[src/rtl/reg_save_restore.sv]
// Register-block save/restore sequencer between an 8-entry register file and data memory.
// Optional macro SAVE_RESTORE_CHECKSUM_EN adds CHECKSUM, the XOR of every transferred byte.
module reg_save_restore #(
  parameter int unsigned DW  = 8,
  parameter int unsigned AW  = 3,
  parameter int unsigned MAW = 8
) (
  input  logic           CLK,
  input  logic           RESET,
  input  logic           START,
  input  logic           MODE,
  input  logic [AW-1:0]  FIRST_REG,
  input  logic [3:0]     COUNT,
  input  logic [MAW-1:0] BASE_ADDR,
  output logic           BUSY,
  output logic           DONE,
  output logic [AW-1:0]  REG_RADDR,
  input  logic [DW-1:0]  REG_RDATA,
  output logic [AW-1:0]  REG_WADDR,
  output logic [DW-1:0]  REG_WDATA,
  output logic           REG_WRITE,
  output logic           MEM_READ,
  output logic           MEM_WRITE,
  output logic [MAW-1:0] MEM_ADDRESS,
  output logic [DW-1:0]  MEM_WRITEDATA,
  input  logic [DW-1:0]  MEM_READDATA,
`ifdef SAVE_RESTORE_CHECKSUM_EN
  output logic [DW-1:0]  CHECKSUM,
`endif
  input  logic           MEM_BUSYWAIT
);

  typedef enum logic [2:0] {
    StIdle,
    StSrd,
    StSwr,
    StRrd,
    StRwr,
    StFin
  } state_e;

  state_e         state_q, state_d;
  logic [2:0]     idx_q, idx_d;
  logic [3:0]     n_q, n_d;
  logic [AW-1:0]  first_q, first_d;
  logic [MAW-1:0] base_q, base_d;

  logic           busy_q, busy_d;
  logic           done_q, done_d;
  logic [AW-1:0]  reg_raddr_q, reg_raddr_d;
  logic [AW-1:0]  reg_waddr_q, reg_waddr_d;
  logic [DW-1:0]  reg_wdata_q, reg_wdata_d;
  logic           reg_write_q, reg_write_d;
  logic           mem_read_q, mem_read_d;
  logic           mem_write_q, mem_write_d;
  logic [MAW-1:0] mem_address_q, mem_address_d;
  logic [DW-1:0]  mem_writedata_q, mem_writedata_d;

  logic [2:0]     idx_nxt;
  logic           is_last;

  assign idx_nxt = idx_q + 3'd1;
  assign is_last = ({1'b0, idx_q} == (n_q - 4'd1));

  // Outputs are computed for the state being entered, so every output is a plain flop.
  always_comb begin
    state_d         = state_q;
    idx_d           = idx_q;
    n_d             = n_q;
    first_d         = first_q;
    base_d          = base_q;
    busy_d          = 1'b0;
    done_d          = 1'b0;
    reg_write_d     = 1'b0;
    mem_read_d      = 1'b0;
    mem_write_d     = 1'b0;
    reg_raddr_d     = reg_raddr_q;
    reg_waddr_d     = reg_waddr_q;
    reg_wdata_d     = reg_wdata_q;
    mem_address_d   = mem_address_q;
    mem_writedata_d = mem_writedata_q;

    unique case (state_q)
      StIdle: begin
        if (START) begin
          first_d = FIRST_REG;
          base_d  = BASE_ADDR;
          idx_d   = 3'd0;
          n_d     = (COUNT > 4'd8) ? 4'd8 : COUNT;
          if (COUNT == 4'd0) begin
            state_d = StFin;
            done_d  = 1'b1;
          end else if (!MODE) begin
            state_d     = StSrd;
            busy_d      = 1'b1;
            reg_raddr_d = FIRST_REG;
          end else begin
            state_d       = StRrd;
            busy_d        = 1'b1;
            mem_read_d    = 1'b1;
            mem_address_d = BASE_ADDR;
          end
        end
      end

      StSrd: begin
        state_d         = StSwr;
        busy_d          = 1'b1;
        mem_write_d     = 1'b1;
        mem_address_d   = base_q + MAW'(idx_q);
        mem_writedata_d = REG_RDATA;
      end

      StSwr: begin
        if (MEM_BUSYWAIT) begin
          busy_d      = 1'b1;
          mem_write_d = 1'b1;
        end else if (is_last) begin
          state_d = StFin;
          done_d  = 1'b1;
        end else begin
          state_d     = StSrd;
          busy_d      = 1'b1;
          idx_d       = idx_nxt;
          reg_raddr_d = first_q + AW'(idx_nxt);
        end
      end

      StRrd: begin
        busy_d = 1'b1;
        if (MEM_BUSYWAIT) begin
          mem_read_d = 1'b1;
        end else begin
          state_d     = StRwr;
          reg_write_d = 1'b1;
          reg_waddr_d = first_q + AW'(idx_q);
          reg_wdata_d = MEM_READDATA;
        end
      end

      StRwr: begin
        if (is_last) begin
          state_d = StFin;
          done_d  = 1'b1;
        end else begin
          state_d       = StRrd;
          busy_d        = 1'b1;
          idx_d         = idx_nxt;
          mem_read_d    = 1'b1;
          mem_address_d = base_q + MAW'(idx_nxt);
        end
      end

      StFin: begin
        state_d = StIdle;
      end

      default: begin
        state_d = StIdle;
      end
    endcase
  end

  always_ff @(posedge CLK) begin
    if (RESET) begin
      state_q         <= StIdle;
      idx_q           <= 3'd0;
      n_q             <= 4'd0;
      first_q         <= '0;
      base_q          <= '0;
      busy_q          <= 1'b0;
      done_q          <= 1'b0;
      reg_raddr_q     <= '0;
      reg_waddr_q     <= '0;
      reg_wdata_q     <= '0;
      reg_write_q     <= 1'b0;
      mem_read_q      <= 1'b0;
      mem_write_q     <= 1'b0;
      mem_address_q   <= '0;
      mem_writedata_q <= '0;
    end else begin
      state_q         <= state_d;
      idx_q           <= idx_d;
      n_q             <= n_d;
      first_q         <= first_d;
      base_q          <= base_d;
      busy_q          <= busy_d;
      done_q          <= done_d;
      reg_raddr_q     <= reg_raddr_d;
      reg_waddr_q     <= reg_waddr_d;
      reg_wdata_q     <= reg_wdata_d;
      reg_write_q     <= reg_write_d;
      mem_read_q      <= mem_read_d;
      mem_write_q     <= mem_write_d;
      mem_address_q   <= mem_address_d;
      mem_writedata_q <= mem_writedata_d;
    end
  end

  assign BUSY          = busy_q;
  assign DONE          = done_q;
  assign REG_RADDR     = reg_raddr_q;
  assign REG_WADDR     = reg_waddr_q;
  assign REG_WDATA     = reg_wdata_q;
  assign REG_WRITE     = reg_write_q;
  assign MEM_READ      = mem_read_q;
  assign MEM_WRITE     = mem_write_q;
  assign MEM_ADDRESS   = mem_address_q;
  assign MEM_WRITEDATA = mem_writedata_q;

`ifdef SAVE_RESTORE_CHECKSUM_EN
  logic [DW-1:0] csum_q, csum_d;

  // Fold in each byte on the same edge that captures it.
  always_comb begin
    csum_d = csum_q;
    if (state_q == StIdle && START) begin
      csum_d = '0;
    end else if (state_q == StSrd) begin
      csum_d = csum_q ^ REG_RDATA;
    end else if (state_q == StRrd && !MEM_BUSYWAIT) begin
      csum_d = csum_q ^ MEM_READDATA;
    end
  end

  always_ff @(posedge CLK) begin
    if (RESET) begin
      csum_q <= '0;
    end else begin
      csum_q <= csum_d;
    end
  end

  assign CHECKSUM = csum_q;
`endif

endmodule
[config.mk]
export PLATFORM = sky130hd
export DESIGN_NAME = reg_save_restore
export DESIGN_NICKNAME = d
export VERILOG_FILES = /design/src/rtl/reg_save_restore.sv
export SDC_FILE = /design/constraint.sdc
export NUM_CORES = 1
export LEC_CHECK = 0
export BUFFER_PORTS_ARGS = -buffer_cell sky130_fd_sc_hd__buf_2
export CAP_MARGIN = 15
export CORE_ASPECT_RATIO = 0.8
export CORE_UTILIZATION = 53
export DETAILED_ROUTE_END_ITERATION = 10
export PLACE_DENSITY = 0.92
export SLEW_MARGIN = 10
export SYNTH_ARGS = -nofsm -noshare
export SYNTH_HDL_FRONTEND = slang
export SYNTH_SLANG_ARGS = --single-unit
[constraint.sdc]
create_clock -name CLK -period 2.7 [get_ports CLK]
set_input_delay 0.405 -clock CLK [delete_from_list [all_inputs] [get_ports CLK]]
set_output_delay 0.405 -clock CLK [all_outputs]
set_load 0.02 [all_outputs]
==> impl_metrics.json, run 1 <==
{
  "status": "finished with violations",
  "violations": "DRC",
  "stdcell_count": 458,
  "gp_congestion": 0.893,
  "grt_pass1_wl_um": 10700,
  "sw_frac_of_total_pct": 30.7,
  "initial_core_util_pct": 56.0,
  "drive_above_1_share_pct": 25.5,
  "max_freq_mhz": 402,
  "netlist_area_sq_um": 2850,
  "io_buffers": 70,
  "synth_nets": 376,
  "worstPathRequired_ns": 2.94,
  "slowest_delay_ns": 0.50,
  "dieWidth_um": 84.0,
  "cp_num_buf_inv": 0,
  "synthArstFlopShare_pct": 0,
  "hold_viol": 0,
  "critPathCaptureType": "flip-flop",
  "route.vias.total": 2631,
  "cts.clk_slew.worst_paths_ns": 0.09,
  "p_sw_mw": 0.606,
  "syn_area_per_cell_sq_um": 8.64,
  "power.internal_mw": 1.36,
  "core_sq_um": 5090,
  "antenna_left": 0,
  "clock-sinks": 56,
  "synth_warnings": 0,
  "fin_tns_setup_ns": 0,
  "diodes": 0,
  "yosysTopAreaCellShare_pct": 39.3,
  "ys_seq_elements": 56,
  "first_iter_violations": 193,
  "cp.depth": 8,
  "cp_top_family": "adder cells",
  "area.growth.synth_to_final_pct": 17.6,
  "min_path_type": "in2reg",
  "first_pass_iters": 10,
  "ys_seq_area_share_pct": 39.3,
  "pwr-share-clk_pct": 27.3,
  "routed_wl_um": 6690,
  "rsz0062_at_grt": "no",
  "grt_pass1_vias": 2359,
  "vias_per_cell": 5.74,
  "rows": 23,
  "cp_max_fo": 7,
  "root_buffer": "clkbuf_8",
  "path_class": "reg2reg",
  "timing.final.crit_share_pct": 92.1,
  "pwr-share-seq_pct": 47.2,
  "crit_top_cell": "a21oi_1",
  "ioPinCount": 71,
  "ctsHoldBuffers": 0,
  "dp_hpwl_um": 4820,
  "dp_cells": 450,
  "htreeDepth": 2,
  "clk_latency_ns": 0.31,
  "grt_max_degree": 40,
  "dieHeight_um": 67.6,
  "min_delay_path_depth": 3,
  "crit_path_cell_trace": "ha_1 -> mux2_2 -> fa_1 -> a21oi_1 -> nor3b_1 -> xnor2_1 -> a221o_1 -> a21oi_1",
  "worst-r2r-cell-count": 8,
  "synth_top_area_cell": "dfxtp_1",
  "p_leak_nw": 1.38,
  "tightest_slew_ns": 0.777,
  "cts.path.max_buffers": 2,
  "die-area_sq_um": 5680,
  "grt.total_usage_pct": 23.9,
  "grt-ovfl-total": 0,
  "fin_crit_ns": 2.49,
  "drc_errors": 14,
  "synth_cell_types": 54,
  "synth_area_leaders": "dfxtp_1 (39%), a21oi_1 (7.0%), nand2_1 (7.0%)",
  "max-slew-margin-rel_pct": 47.8,
  "powerDensity_nw_per_um2": 587,
  "synth_edf_count": 0,
  "wl_per_cell_um": 14.6,
  "p_comb_share_pct": 25.4,
  "cpMaxStageDelayCell": "dfxtp_1",
  "ys.flop_type": "dfxtp_1",
  "post_cts_buffers": 0,
  "slew_viol_final": 0,
  "setup_violations": 0,
  "nets": 441,
  "start_kind": "flip-flop",
  "finClkSkew_ns": 0.00338,
  "cts_tree": "done",
  "maxCapViolations": 0,
  "cp.arrival_ns": 2.73,
  "antenna_found_initial": 0,
  "cts_buffers": 5,
  "vdd_drop_max_uv": 308,
  "syn_inst": 330
}
## power by group through the flow
stage	combinational (mW)	clock, mW	sequential, mW
3_5_place_dp	0.491	0	0.947
4_1_cts	0.497	0.553	0.928
2_1_floorplan	0.304	0	0.989
6_report	0.501	0.539	0.930
3_3_place_gp	0.477	0	0.945
5_1_grt	0.545	0.585	0.939
## cells by family after synthesis
logic type / after synthesis / share of synthesized area (%)
AOI/OAI and AO/OA: 76 / 18.6
xor gates and xnor gates: 17 / 5.49
adders and majority gates: 10 / 5.18
buffers and inverters: 31 / 5.18
DFF: 56 / 39.3
muxes: 17 / 6.06
and+or+nand+nor: 123 / 20.2
## stage by stage
| stage | cell area, sq um | utilization (%) | power (mW) | worst slack [ns] | hold slack, ns |
|---|---|---|---|---|---|
| after floorplan | 2850 | - | 1.29 | 0.393 | 0.441 |
| after global placement | 3240 | 63.6 | 1.42 | 0.297 | 0.438 |
| after detailed placement | 3240 | 63.6 | 1.44 | 0.235 | 0.449 |
| after CTS | 3350 | 65.8 | 1.98 | 0.215 | 0.328 |
| after global routing | 3350 | 65.9 | 2.07 | 0.0136 | 0.327 |
| final | 3350 | 65.9 | 1.97 | 0.212 | 0.326 |
## Yosys cell counts (2+ instances only)
cell and number:
nand2_1 53, buf_6 2, mux2_2 2, dfxtp_1 56
o211a_1 2, a21oi_1 40, nand3_1 7, ha_1 7
buf_4 3, buf_2 4, fa_1 3, a31oi_1 2
a211oi_1 10, nand3b_1 4, nor3b_1 3, o221ai_1 2
nor2b_1 2, nand2b_1 5, xnor2_1 15, mux2i_1 15
nor3_1 9, clkbuf_1 12, inv_1 9, a221o_1 4
nor2_1 30
## cell usage in the layout (no fill, tap or decap), types with 7 or more instances in the layout
master     n
nor2_1    29
nand3_1    7
buf_2     70
ha_1       7
nor3_1     9
nand2_1   53
dfxtp_1   56
a211oi_1  10
mux2i_1   15
inv_1      9
a21oi_1   40
buf_4     10
xnor2_1   15
## state kept, by name, summed over array words and instances, names as in the netlist
name	flops
DONE	1
REG_WADDR	3
BUSY	1
REG_WRITE	1
first_q	3
idx_q	3
base_q	8
n_q	4
state_q	3
MEM_WRITEDATA	8
MEM_WRITE	1
MEM_ADDRESS	8
REG_WDATA	8
MEM_READ	1
REG_RADDR	3
## worst paths after layout
| kind | startpoint | endpoint | slack (ns) |
|---|---|---|---|
| min reg2reg | REG_WDATA[3] | REG_WDATA[3] | 0.46 |
| max reg2reg | idx_q[0] | MEM_ADDRESS[6] | 0.21 |
| min | MEM_READDATA[3] | REG_WDATA[3] | 0.33 |
| max | idx_q[0] | MEM_ADDRESS[6] | 0.21 |
## worst reg2reg max path: cells and delay by family (launching register included)
kind,cells,cell delay [ns]
fa+ha+maj,2,0.75
compound gates,3,0.67
flops,1,0.50
mux,1,0.30
xor+xnor,1,0.13
simple gates,1,0.09
## routing by layer
layer  track usage (%)  vias to the layer above  wire [um]
met5                 0                        -          0
met4              6.90                        0         63
li1                  -                     1280          -
met3              5.01                       10        426
met2              40.6                       98       3140
met1              31.1                     1243       3060
## final cells by class
type                            instances  area [sq um]
Clock buffer                            5          68.8
Clock inverter                          3          42.5
Fill cell                             436          1740
Inverter                                9          33.8
Multi-Input combinational cell        243          1590
Sequential cell                        56          1120
Tap cell                               62          77.6
Timing Repair Buffer                   80           425
## what timing repair did
item	4_1_cts	5_1_grt
endpoints found under the hold margin	0	0
resized for setup	0	1
setup endpoints to repair	0	2
No activity file was read; power rests on OpenSTA's default activity.
==> inputs of run 2 (changes only) <==
clock period = 2.3 ns   (was 2.7 ns; I/O delays follow)
==> run 2 against run 1 <==
- total power rose by 21%
- the flow finishes with violations (DRC, setup timing)
- highest routed layer unchanged
- clock skew rose by 0.0098 ns
- clock power rose by 21%
- worst hold slack got worse by 0.071 ns
- first-iteration DRC count rose by 21%
- via count rose by 3.5%
- critical path depth did not move
- cell area rose by 4.9%
- core utilization rose by 3.2 points
- combinational power rose by 27%
- largest cell class unchanged
- global-route usage rose by 1.4 points
==> impl_metrics.json, run 2 (synthesis gave the netlist of run 1 again) <==
{
  "min_path_type": "in2reg",
  "htreeDepth": 2,
  "n_fill_cell": 380,
  "rows": 23,
  "grt.total_usage_pct": 25.3,
  "worstPathRequired_ns": 2.54,
  "clock-sinks": 56,
  "cts_buffers": 5,
  "setup_ws_ns": -0.0651,
  "cpMaxStageDelayCell": "fa_2",
  "max-slew-margin-rel_pct": 45.7,
  "die-area_sq_um": 5680,
  "dieWidth_um": 84.0,
  "route.vias.total": 2724,
  "slowest_delay_ns": 0.40,
  "utilization_pct": 69.1,
  "core_sq_um": 5090,
  "max_freq_mhz": 423,
  "cp_max_fo": 2,
  "root_buffer": "clkbuf_8",
  "multiInputGateArea_sq_um": 1660,
  "reg2reg_slack_ns": -0.07,
  "regArea_sq_um": 1130,
  "drc_errors": 12,
  "grt_pass1_vias": 2445,
  "p_total_mw": 2.38,
  "timing.final.crit_share_pct": 103,
  "powerDensity_nw_per_um2": 677,
  "gp_congestion": 0.930,
  "hold_slack_ns": 0.256,
  "grt_pass1_wl_um": 11300,
  "cts_tree": "done",
  "violations": "DRC, setup timing",
  "cp.arrival_ns": 2.60,
  "routed_wl_um": 7520,
  "diodes": 0,
  "vias_per_cell": 5.80,
  "wl_per_cell_um": 16.0,
  "start_kind": "flip-flop",
  "path_class": "reg2reg",
  "tightest_slew_ns": 0.808,
  "fin_crit_ns": 2.37,
  "critPathCaptureType": "flip-flop",
  "initial_core_util_pct": 56.0,
  "maxCapViolations": 0,
  "ctsHoldBuffers": 0,
  "finClkSkew_ns": 0.0132,
  "slew_viol_final": 0,
  "first_pass_iters": 8,
  "antenna_left": 0,
  "grt-ovfl-total": 0,
  "vdd_drop_max_uv": 382,
  "cts.path.max_buffers": 2,
  "grt_max_degree": 34,
  "final_cell_mix": "buf_2 (70), dfxtp_1 (52), nand2_1 (52)",
  "setup_violations": 2,
  "dieHeight_um": 67.6,
  "clk_latency_ns": 0.32,
  "io_buffers": 70,
  "crit_path_cell_trace": "ha_2 -> mux2_2 -> fa_2 -> a21oi_2 -> nor2b_1 -> xnor2_1 -> a221o_1 -> a21oi_1",
  "hold_viol": 0,
  "drive_above_1_share_pct": 31.6,
  "dp_hpwl_um": 5040,
  "area.growth.synth_to_final_pct": 23.4,
  "status": "finished with violations",
  "nets": 453,
  "first_iter_violations": 233,
  "ioPinCount": 71,
  "final_common_cell": "buf_2",
  "cts.clk_slew.worst_paths_ns": 0.10,
  "antenna_found_initial": 0,
  "p_leak_nw": 1.43
}
[run 2: through the flow]
stage	std cells	setup TNS (ns)	instance area, sq um	worst slack [ns]
floorplan	330	0	2850	0.00102
global placement	461	0	3320	0.0681
detailed placement	461	-0.0260	3320	-0.0260
CTS	469	0	3440	0.0192
global route	470	-0.274	3520	-0.125
finish	470	-0.0704	3520	-0.0651
[run 2: layer usage]
layer | GRT usage [%] | vias up | share of wire (%)
met5 | 0 | - | 0
met4 | 9.70 | 0 | 2.3
met3 | 5.38 | 29 | 9.2
met2 | 43.5 | 163 | 47
li1 | - | 1301 | -
met1 | 31.6 | 1231 | 42
[run 2: where the power goes]
part,switching [mW],internal (mW),leakage (nW)
Sequential,0.0514,1.04,0.458
Clock,0.326,0.324,0.0552
Combinational,0.375,0.260,0.920
[run 2: final timing paths]
path | cells past startpoint | end | start
min | 3 | MEM_WRITEDATA[7] | REG_RDATA[7]
max | 8 | MEM_ADDRESS[4] | idx_q[1]
min reg2reg | 2 | REG_WDATA[7] | REG_WDATA[7]
max reg2reg | 8 | MEM_ADDRESS[4] | idx_q[1]
[run 2: area by class of cell]
class | instances | share of cell area, %
tap | 62 | 2.20
inverter | 9 | 0.960
timing repair buffer | 92 | 14.7
multi-input combinational | 243 | 47.1
clock buffer | 6 | 2.06
sequential | 56 | 32.0
clock inverter | 2 | 0.996
[run 2: worst max-delay path, delay by kind of cell (launching register included)]
kind | cells | cell delay [ns]
compound gates | 3 | 0.73
xor+xnor | 1 | 0.12
fa+ha+maj | 2 | 0.68
flops | 1 | 0.36
mux | 1 | 0.31
simple gates | 1 | 0.07
[run 2: timing repair]
item | 4_1_cts | 5_1_grt
pin swaps | 0 | 6
endpoints found under the setup margin | 3 | 11
gates resized for setup | 3 | 17
setup buffers | 0 | 1
==> inputs of run 3 (changes only) <==
--- a/config.mk
+++ b/config.mk
@@ -12,5 +12,4 @@
 export DETAILED_ROUTE_END_ITERATION = 10
 export PLACE_DENSITY = 0.92
-export SLEW_MARGIN = 10
 export SYNTH_ARGS = -nofsm -noshare
 export SYNTH_HDL_FRONTEND = slang
==> constraint.sdc (replaced) <==
create_clock -name CLK -period 2.3 [get_ports CLK]
set_input_delay 0 -clock CLK [delete_from_list [all_inputs] [get_ports CLK]]
set_output_delay 0 -clock CLK [all_outputs]
set_load 0.02 [all_outputs]
==> run 3 against run 2 <==
- clock-buffer cell count rose by 1
- combinational power rose by 5.8%
- clock power fell by 11%
- the flow still finishes with violations (DRC, setup timing)
- core utilization rose by 5.1 points
- critical path type unchanged
- sequential power barely moved
- register-to-register slack improved by 0.04 ns
- maximum frequency rose by 1.6%
- critical path depth rose by 2
- largest cell class unchanged
==> impl_metrics.json, run 3 (synthesis gave the netlist of run 1 again) <==
{
  "grt_pass1_vias": 2562,
  "fin_crit_ns": 2.33,
  "dp_cells": 459,
  "path_class": "reg2reg",
  "routed_wl_um": 7940,
  "preCtsSetupSlack_ns": -0.0173,
  "clock-sinks": 56,
  "utilization_pct": 74.2,
  "grt-ovfl-total": 0,
  "die-area_sq_um": 5680,
  "p_leak_nw": 1.55,
  "min_path_type": "in2reg",
  "root_buffer": "clkbuf_8",
  "rsz0062_at_grt": "yes",
  "cp.arrival_ns": 2.58,
  "max_freq_mhz": 430,
  "cts.clk_slew.worst_paths_ns": 0.10,
  "grt_max_degree": 40,
  "initial_core_util_pct": 56.0,
  "wl_per_cell_um": 15.9,
  "powerDensity_nw_per_um2": 620,
  "clk_latency_ns": 0.32,
  "stdcell_count": 500,
  "nets": 483,
  "slew_viol_final": 0,
  "critPathCaptureType": "flip-flop",
  "final_common_cell": "buf_2",
  "route.vias.total": 2851,
  "timing.final.crit_share_pct": 101,
  "io_buffers": 70,
  "vdd_drop_max_uv": 413,
  "cts.path.max_buffers": 2,
  "final_cell_mix": "buf_2 (70), dfxtp_1 (54), nand2_1 (52)",
  "status": "finished with violations",
  "p_sw_mw": 0.765,
  "setup_ws_ns": -0.0277,
  "cts_tree": "done",
  "cp_max_fo": 4,
  "dieHeight_um": 67.6,
  "p_comb_share_pct": 28.7,
  "tightest_slew_ns": 0.710,
  "antenna_left": 0,
  "gp_congestion": 0.887,
  "power.internal_mw": 1.58,
  "diodes": 0,
  "core_sq_um": 5090,
  "dp_hpwl_um": 4940,
  "drc_errors": 12,
  "dieWidth_um": 84.0,
  "grt.total_usage_pct": 26.4,
  "hold_viol": 0,
  "max-slew-margin-rel_pct": 52.7,
  "maxCapViolations": 0,
  "violations": "DRC, setup timing",
  "sw_frac_of_total_pct": 32.7,
  "pwr-share-clk_pct": 24.6,
  "fin_tns_setup_ns": -0.0277,
  "first_iter_violations": 401,
  "rows": 23,
  "p_total_mw": 2.34,
  "cts_buffers": 5,
  "pwr-share-seq_pct": 46.7,
  "antenna_found_initial": 0,
  "drive_above_1_share_pct": 28.1,
  "grt_pass1_wl_um": 11800,
  "ioPinCount": 71,
  "setup_violations": 1,
  "start_kind": "flip-flop",
  "worstPathRequired_ns": 2.55,
  "htreeDepth": 2,
  "area.growth.synth_to_final_pct": 32.6,
  "first_pass_iters": 8,
  "vias_per_cell": 5.70,
  "finClkSkew_ns": 0.00760
}
run 3: changes by cell type in the layout (fill, tap and decap cells not counted), sizes merged:
cell         change
clkbuf           +1
clkinv           -1
dlygate4sd3     +31
clkinvlp         +1
buf              -1
bufinv           -1
run 3: layout make-up:
cell class                 count  area [sq um]
inverter                       9          33.8
sequential                    56          1120
tap                           62          77.6
timing repair buffer         122           818
multi-input combinational    243          1630
fill                         352          1310
clock buffer                   7          86.3
clock inverter                 1          7.51
run 3: critical path, cell delays in order (launching register included):
cell and delay (ns):
dfxtp_1 0.36, nor2_4 0.11, buf_4 0.13, nand3_1 0.10, xnor2_1 0.15, ha_1 0.38, a21oi_2 0.27, a21oi_1 0.12
xnor2_1 0.13, a221o_1 0.32, a21oi_1 0.18
run 3: worst paths after layout:
check                    start              to  slack, ns  cells past startpoint
setup / recovery    state_q[0]  MEM_ADDRESS[5]      -0.03                     10
hold / removal    MEM_BUSYWAIT      state_q[1]       0.05                      3
setup reg to reg    state_q[0]  MEM_ADDRESS[5]      -0.03                     10
hold reg to reg   REG_WDATA[2]    REG_WDATA[2]       0.46                      2
run 3: metal layers:
| layer | share of wire, % | up-vias | wire, um | GRT usage [%] |
|---|---|---|---|---|
| met2 | 49 | 158 | 3850 | 45.0 |
| met3 | 7.7 | 22 | 614 | 6.60 |
| met4 | 1.7 | 0 | 138 | 10.3 |
| met1 | 42 | 1307 | 3330 | 32.8 |
| li1 | - | 1364 | - | - |
| met5 | 0 | - | 0 | 0 |
run 3: repair_timing:
item                                    4_1_cts  5_1_grt
resized for setup                             4       10
buffers inserted                              0        2
cloned                                        0        0
pin swaps                                     0        5
hold endpoints to repair                     32        0
endpoints found under the setup margin        2       11
hold buffers                                 31        0
run 3: power groups by stage:
stage / clock (mW) / combinational [mW] / sequential (mW)
6_report: 0.577 / 0.672 / 1.09
5_1_grt: 0.619 / 0.719 / 1.10
4_1_cts: 0.576 / 0.638 / 1.09
3_5_place_dp: 0 / 0.591 / 1.11
3_3_place_gp: 0 / 0.573 / 1.10
2_1_floorplan: 0 / 0.357 / 1.16
run 3: per-stage QoR:
step	hold WS, ns	area [sq um]
final	0.0517	3780
after global routing	0.0463	3780
after CTS	0.0442	3720
after detailed placement	0.247	3310
after global placement	0.231	3310
after floorplan	0.136	2850
